===== config.mk =====
export PLATFORM = sky130hd
export DESIGN_NAME = spi_slave_core_flat
export DESIGN_NICKNAME = d
export VERILOG_FILES = /design/src/rtl/spi_slave_core_if.sv /design/src/rtl/spi_slave_core.sv /design/src/flat_wrapper.sv
export SDC_FILE = /design/constraint.sdc
export NUM_CORES = 1
export LEC_CHECK = 0
export CAP_MARGIN = 10
export CELL_PAD_IN_SITES_DETAIL_PLACEMENT = 1
export CELL_PAD_IN_SITES_GLOBAL_PLACEMENT = 1
export CORE_UTILIZATION = 43
export DETAILED_ROUTE_END_ITERATION = 12
export PLACE_DENSITY_LB_ADDON = 0.12
export SKIP_LAST_GASP = 1
export SLEW_MARGIN = 20
export SYNTH_ARGS = -nofsm -noshare
export SYNTH_HDL_FRONTEND = slang
export SYNTH_SLANG_ARGS = --single-unit

===== constraint.sdc =====
create_clock -name PCLK -period 2.1 [get_ports PCLK]
set_input_delay 0.21 -clock PCLK [delete_from_list [all_inputs] [get_ports PCLK]]
set_output_delay 0.21 -clock PCLK [all_outputs]
set_load 0.02 [all_outputs]

===== src/rtl/spi_slave_core_if.sv =====
// Signal bundle between spi_slave_core and its host: SPI pins, mode controls and buffer handshakes.
interface spi_slave_core_if #(
  parameter int DATA_WIDTH = 8
);
  logic                  spi_en;
  logic                  cpol;
  logic                  cpha;
  logic                  lsbfe;
  logic                  ss_in;
  logic                  sclk_in;
  logic                  mosi_in;
  logic                  miso_out;
  logic                  miso_oe;
  logic [DATA_WIDTH-1:0] tx_data;
  logic                  tx_load;
  logic                  tx_empty;
  logic [DATA_WIDTH-1:0] rx_data;
  logic                  rx_valid;
  logic                  rx_read;
  logic                  rx_overrun;
  logic                  busy;

  modport slave (
    input  spi_en, cpol, cpha, lsbfe,
    input  ss_in, sclk_in, mosi_in,
    output miso_out, miso_oe,
    input  tx_data, tx_load,
    output tx_empty,
    output rx_data, rx_valid, rx_overrun,
    input  rx_read,
    output busy
  );

  modport master (
    output spi_en, cpol, cpha, lsbfe,
    output ss_in, sclk_in, mosi_in,
    input  miso_out, miso_oe,
    output tx_data, tx_load,
    input  tx_empty,
    input  rx_data, rx_valid, rx_overrun,
    output rx_read,
    input  busy
  );
endinterface


===== src/rtl/spi_slave_core.sv =====
// SPI responder running entirely in the PCLK domain: oversampled SCLK edge detection,
// single-entry TX holding buffer and single-entry RX buffer with valid/overrun flags.
module spi_slave_core #(
  parameter int DATA_WIDTH  = 8,
  parameter int SYNC_STAGES = 2
) (
  input logic             PCLK,
  input logic             PRESETn,
  spi_slave_core_if.slave bus
);

  localparam int CNT_W = $clog2(DATA_WIDTH + 1);
  localparam logic [CNT_W-1:0] LAST_BIT = CNT_W'(DATA_WIDTH - 1);

  typedef enum logic [1:0] {
    IDLE,
    LOAD,
    XFER
  } state_t;

  state_t                  state;
  logic [SYNC_STAGES-1:0]  ss_sync;
  logic [SYNC_STAGES-1:0]  sclk_sync;
  logic [SYNC_STAGES-1:0]  mosi_sync;
  logic                    ss_d;
  logic                    sclk_d;
  logic                    ss_s;
  logic                    sclk_s;
  logic                    mosi_s;
  logic                    ss_fall;
  logic                    ss_rise;
  logic                    sclk_rise;
  logic                    sclk_fall;
  logic                    lead_edge;
  logic                    trail_edge;
  logic                    sample_edge;
  logic                    shift_edge;
  logic [CNT_W-1:0]        bitcnt;
  logic [DATA_WIDTH-1:0]   tx_shreg;
  logic [DATA_WIDTH-1:0]   tx_shreg_next;
  logic [DATA_WIDTH-1:0]   rx_shreg;
  logic [DATA_WIDTH-1:0]   rx_next;
  logic [DATA_WIDTH-1:0]   tx_buf;
  logic                    tx_empty_r;
  logic [DATA_WIDTH-1:0]   rx_data_r;
  logic                    rx_valid_r;
  logic                    rx_overrun_r;
  logic                    miso_oe_r;

  always_ff @(posedge PCLK or negedge PRESETn) begin
    if (!PRESETn) begin
      ss_sync   <= '1;
      sclk_sync <= '0;
      mosi_sync <= '0;
      ss_d      <= 1'b1;
      sclk_d    <= 1'b0;
    end else begin
      ss_sync   <= {ss_sync[SYNC_STAGES-2:0], bus.ss_in};
      sclk_sync <= {sclk_sync[SYNC_STAGES-2:0], bus.sclk_in};
      mosi_sync <= {mosi_sync[SYNC_STAGES-2:0], bus.mosi_in};
      ss_d      <= ss_sync[SYNC_STAGES-1];
      sclk_d    <= sclk_sync[SYNC_STAGES-1];
    end
  end

  assign ss_s   = ss_sync[SYNC_STAGES-1];
  assign sclk_s = sclk_sync[SYNC_STAGES-1];
  assign mosi_s = mosi_sync[SYNC_STAGES-1];

  assign ss_fall   = ss_d & ~ss_s;
  assign ss_rise   = ~ss_d & ss_s;
  assign sclk_rise = sclk_s & ~sclk_d;
  assign sclk_fall = ~sclk_s & sclk_d;

  assign lead_edge   = bus.cpol ? sclk_fall : sclk_rise;
  assign trail_edge  = bus.cpol ? sclk_rise : sclk_fall;
  assign sample_edge = bus.cpha ? trail_edge : lead_edge;
  assign shift_edge  = bus.cpha ? lead_edge : trail_edge;

  assign rx_next       = bus.lsbfe ? {mosi_s, rx_shreg[DATA_WIDTH-1:1]}
                                   : {rx_shreg[DATA_WIDTH-2:0], mosi_s};
  assign tx_shreg_next = bus.lsbfe ? (tx_shreg >> 1) : (tx_shreg << 1);

  // Shift edges are only honoured once a bit of the current frame has been sampled:
  // this skips the first leading edge with cpha=1 and the trailing edge that follows a
  // completed frame with cpha=0, which would otherwise clobber the freshly loaded word.
  always_ff @(posedge PCLK or negedge PRESETn) begin
    if (!PRESETn) begin
      state        <= IDLE;
      bitcnt       <= '0;
      tx_shreg     <= '0;
      rx_shreg     <= '0;
      tx_buf       <= '0;
      tx_empty_r   <= 1'b1;
      rx_data_r    <= '0;
      rx_valid_r   <= 1'b0;
      rx_overrun_r <= 1'b0;
      miso_oe_r    <= 1'b0;
    end else if (!bus.spi_en) begin
      state        <= IDLE;
      bitcnt       <= '0;
      tx_empty_r   <= 1'b1;
      rx_valid_r   <= 1'b0;
      rx_overrun_r <= 1'b0;
      miso_oe_r    <= 1'b0;
    end else begin
      miso_oe_r <= ~ss_s;

      if (bus.tx_load) begin
        tx_buf     <= bus.tx_data;
        tx_empty_r <= 1'b0;
      end

      if (bus.rx_read && rx_valid_r) begin
        rx_valid_r   <= 1'b0;
        rx_overrun_r <= 1'b0;
      end

      case (state)
        IDLE: begin
          bitcnt <= '0;
          if (ss_fall) begin
            state <= LOAD;
          end
        end

        LOAD: begin
          tx_shreg <= tx_empty_r ? '1 : tx_buf;
          if (!bus.tx_load) begin
            tx_empty_r <= 1'b1;
          end
          rx_shreg <= '0;
          bitcnt   <= '0;
          state    <= ss_rise ? IDLE : XFER;
        end

        XFER: begin
          if (ss_rise) begin
            state  <= IDLE;
            bitcnt <= '0;
          end else if (sample_edge) begin
            rx_shreg <= rx_next;
            if (bitcnt == LAST_BIT) begin
              bitcnt <= '0;
              state  <= ss_s ? IDLE : LOAD;
              if (!rx_valid_r || bus.rx_read) begin
                rx_data_r  <= rx_next;
                rx_valid_r <= 1'b1;
              end else begin
                rx_overrun_r <= 1'b1;
              end
            end else begin
              bitcnt <= bitcnt + CNT_W'(1);
            end
          end else if (shift_edge && (bitcnt != '0)) begin
            tx_shreg <= tx_shreg_next;
          end
        end

        default: begin
          state <= IDLE;
        end
      endcase
    end
  end

  assign bus.miso_out   = bus.lsbfe ? tx_shreg[0] : tx_shreg[DATA_WIDTH-1];
  assign bus.miso_oe    = miso_oe_r;
  assign bus.tx_empty   = tx_empty_r;
  assign bus.rx_data    = rx_data_r;
  assign bus.rx_valid   = rx_valid_r;
  assign bus.rx_overrun = rx_overrun_r;
  assign bus.busy       = (state != IDLE);

endmodule


===== src/flat_wrapper.sv =====
// flat-port wrapper written by rule: the top's interface ports become plain ports
module spi_slave_core_flat 
#(
  parameter int DATA_WIDTH  = 8,
  parameter int SYNC_STAGES = 2
)
  (PCLK, PRESETn, bus_spi_en, bus_cpol, bus_cpha, bus_lsbfe, bus_ss_in, bus_sclk_in, bus_mosi_in, bus_miso_out, bus_miso_oe, bus_tx_data, bus_tx_load, bus_tx_empty, bus_rx_data, bus_rx_valid, bus_rx_overrun, bus_rx_read, bus_busy);
  spi_slave_core_if #(.DATA_WIDTH(DATA_WIDTH)) bus_i ();
  input logic PCLK;
  input logic PRESETn;
  input wire logic [$bits(bus_i.spi_en)-1:0] bus_spi_en;
  input wire logic [$bits(bus_i.cpol)-1:0] bus_cpol;
  input wire logic [$bits(bus_i.cpha)-1:0] bus_cpha;
  input wire logic [$bits(bus_i.lsbfe)-1:0] bus_lsbfe;
  input wire logic [$bits(bus_i.ss_in)-1:0] bus_ss_in;
  input wire logic [$bits(bus_i.sclk_in)-1:0] bus_sclk_in;
  input wire logic [$bits(bus_i.mosi_in)-1:0] bus_mosi_in;
  output wire logic [$bits(bus_i.miso_out)-1:0] bus_miso_out;
  output wire logic [$bits(bus_i.miso_oe)-1:0] bus_miso_oe;
  input wire logic [$bits(bus_i.tx_data)-1:0] bus_tx_data;
  input wire logic [$bits(bus_i.tx_load)-1:0] bus_tx_load;
  output wire logic [$bits(bus_i.tx_empty)-1:0] bus_tx_empty;
  output wire logic [$bits(bus_i.rx_data)-1:0] bus_rx_data;
  output wire logic [$bits(bus_i.rx_valid)-1:0] bus_rx_valid;
  output wire logic [$bits(bus_i.rx_overrun)-1:0] bus_rx_overrun;
  input wire logic [$bits(bus_i.rx_read)-1:0] bus_rx_read;
  output wire logic [$bits(bus_i.busy)-1:0] bus_busy;
  assign bus_i.spi_en = bus_spi_en;
  assign bus_i.cpol = bus_cpol;
  assign bus_i.cpha = bus_cpha;
  assign bus_i.lsbfe = bus_lsbfe;
  assign bus_i.ss_in = bus_ss_in;
  assign bus_i.sclk_in = bus_sclk_in;
  assign bus_i.mosi_in = bus_mosi_in;
  assign bus_miso_out = bus_i.miso_out;
  assign bus_miso_oe = bus_i.miso_oe;
  assign bus_i.tx_data = bus_tx_data;
  assign bus_i.tx_load = bus_tx_load;
  assign bus_tx_empty = bus_i.tx_empty;
  assign bus_rx_data = bus_i.rx_data;
  assign bus_rx_valid = bus_i.rx_valid;
  assign bus_rx_overrun = bus_i.rx_overrun;
  assign bus_i.rx_read = bus_rx_read;
  assign bus_busy = bus_i.busy;
  spi_slave_core #(.DATA_WIDTH(DATA_WIDTH), .SYNC_STAGES(SYNC_STAGES)) u_core (.PCLK(PCLK), .PRESETn(PRESETn), .bus(bus_i));
endmodule

==> results.yml <==
clocking:
  cts-root-buf: "clkbuf_8"
  clock_path_buffers: 2
  postCtsSetupBuffers: 0
  cts_tree: "done"
  cts_buffers: 5
  htree_levels: 2
  clk_latency_ps: 300
  cts.reportedPaths.clkPinSlew_ps: 90
  clock_sinks: 50
synthesis:
  netlist_instances: 212
  synthDistinctLibCells: 42
  yosys_warnings: 0
  ys.flop_type: "dfrtp_1"
  avgSynthCellArea_um2: 11.6
  ys_ff_latch: 50
  ys_seq_area_frac: 0.510
  synth_area_leaders: "dfrtp_1 (47%), mux2_2 (11%), mux2i_1 (5.7%), dfstp_2 (4.3%), nor2_1 (3.2%)"
  synth_top_cell_area_share: 0.467
  synth_fp_nets: 237
  synth-edff-count: 0
  synthTopCellsByCount: "dfrtp_1 (46), mux2_2 (25), nor2_1 (21), mux2i_1 (14), nand2_1 (9)"
  yosysMostFrequentCell: "dfrtp_1"
  synth-async-reset-ratio: 1.00
  synth.cell_area_um2: 2460
  synth_top_cell_by_area: "dfrtp_1"
cells_and_area:
  stdcell_area_um2: 3050
  utilization: 0.553
  num-fill-cells: 587
  post_route_cells_drive_above_1_share: 0.234
  diodes: 0
  nets: 280
  final_cells: 328
  area_delta_synth_final_pct: 23.6
global_routing:
  grt_antenna_before_repair: 0
  grt-ovfl-total: 0
  grt_max_degree: 22
  grt_usage: 0.212
  grt_pass1_wl_mm: 9.83
  grt_pass1_vias: 1965
timing:
  holdWs_ps: 306
  period_needed_ps: 1940
  rsz0062_at_grt: "no"
  fmax_mhz: 516
  drv_slew: 0
  tightest_slew_ps: 665
  slew_headroom: 0.554
  setup_viol: 0
  fin_crit_sh: 0.924
  hold_viol_final: 0
  skew_ps: 10.1
placed_design:
  port_buffers: 32
  dpl_cell_area_um2: 2920
  dp_hpwl_mm: 4.10
  dp_cells: 319
  gp_congestion: 0.821
die:
  ios: 33
  dieArea_um2: 6040
  core_um2: 5510
  rows: 27
  fp.dieH_um: 77.7
  start_util: 0.447
  die_w_um: 77.7
detailed_routing:
  drt_first_iter_violations: 61
  routedWlPerCell_um: 16.8
  via_per_inst: 5.35
  wl_mm: 5.50
  drt_first_pass_iters: 4
  vias: 1756
  antenna_left: 0
  drc: 0
setup_path:
  endpoint: "u_core.bitcnt[3]"
  r2r_cells: 6
  crit_start: "u_core.state[0]"
  crit_cells: 6
  worst_path_largest_cell_delay_ps: 730
  path_max_fanout: 7
  path_buf_inv: 1
  path_common_cell: "o21ai_0"
  reg2reg_to: "u_core.bitcnt[3]"
  critPathSlowestCell: "or4b_2"
  worst_setup_path_end_kind: "register"
  r2r_slack_ps: 160
  crit_family: "simple AND/OR/NAND/NOR gates"
  cp.arrival_ps: 2150
  path_cells: "inv_1, ha_2, or4b_2, o21ai_0, o211ai_1, o21ai_0"
  crit_type: "reg2reg"
  cp-start-kind: "register"
  r2r_start: "u_core.state[0]"
  required_ps: 2310
run:
  max_cap_violations: 0
power_and_ir_drop:
  power.leakage_nw: 1.34
  ir_worst_vdd_mv: 0.544
  p_total_mw: 2.61
  power_density_nw_per_um2: 856
run_status:
  status: "finished, final reports clean"
hold_path:
  hold_path.class: "in2reg"
[layout make-up]
| cell class | instances | area, um^2 | area share |
|---|---|---|---|
| Clock inverter | 1 | 8.76 | 0.00288 |
| Inverter | 6 | 22.5 | 0.00740 |
| Multi-Input combinational cell | 146 | 1150 | 0.377 |
| Tap cell | 72 | 90.1 | 0.0296 |
| Clock buffer | 7 | 96.3 | 0.0316 |
| Timing Repair Buffer | 46 | 423 | 0.139 |
| Sequential cell | 50 | 1260 | 0.412 |
[through the flow]
| step | setup WS, ps | setup TNS, ps |
|---|---|---|
| 6_report | 161 | 0 |
| 5_1_grt | 5.34 | 0 |
| 4_1_cts | 94.1 | 0 |
| 3_5_place_dp | -84.2 | -603 |
| 3_3_place_gp | 29.3 | 0 |
| 2_1_floorplan | 323 | 0 |
[power by group]
group          internal, mW  switching (mW)  total (mW)
clock                 0.302           0.310       0.612
sequential             1.10           0.110        1.21
combinational         0.365           0.422       0.787
[worst min-delay path by stage]
stage	start	end	slack, ps	cells past startpoint
finish	bus_ss_in	u_core.ss_sync[0]	310	1
global route	bus_ss_in	u_core.ss_sync[0]	290	1
CTS	bus_ss_in	u_core.ss_sync[0]	300	1
detailed placement	PRESETn	u_core.bus.rx_overrun	130	1
global placement	PRESETn	u_core.bus.miso_oe	130	1
floorplan	PRESETn	u_core.bitcnt[0]	-90	0
[state kept, by name (all words and copies together) (netlist names)]
name / cells
u_core.ss_d: 1
u_core.sclk_d: 1
u_core.tx_shreg: 8
u_core.ss_sync: 2
u_core.bitcnt: 4
u_core.tx_buf: 8
u_core.mosi_sync: 2
u_core.bus.tx_empty: 1
u_core.state: 2
u_core.bus.rx_data: 8
u_core.bus.rx_overrun: 1
u_core.sclk_sync: 2
u_core.bus.rx_valid: 1
u_core.bus.miso_oe: 1
u_core.rx_shreg: 8
[layout by cell type, fill, tap and decap left out, drive strengths merged, types with 3 or more instances in the layout]
master	instances
a21oi	8
mux2	26
dfstp	4
nand3	4
dfrtp	46
ha	6
nand2b	7
nor4	3
buf	14
nand4	5
a22o	8
clkdlybuf4s50	31
nand2	9
mux2i	14
inv	6
o21ai	6
clkbuf	7
nor2	22
nor2b	4
[cell families after synthesis]
kind of cell               after synthesis  share of synthesized area
AOI/OAI and AO/OA                       37                      0.109
adders and majority gates                6                     0.0305
buffers and inverters                   16                     0.0300
DFF                                     50                      0.510
and+or+nand+nor                         62                      0.137
xor gates and xnor gates                 1                    0.00660
muxes                                   40                      0.177
[routing by layer]
layer | vias up | routed length, um | track usage
met3 | 4 | 147 | 0.0341
met4 | 0 | 61 | 0.0642
met1 | 871 | 2550 | 0.274
li1 | 850 | - | -
met2 | 31 | 2730 | 0.363
met5 | - | 0 | 0
[repair_timing]
item | in CTS | in global routing
setup endpoints to repair | 0 | 18
hold buffers | 1 | 0
gates resized for setup | 0 | 3
hold endpoints to repair | 10 | 0
(Power assumes the default switching activity.)
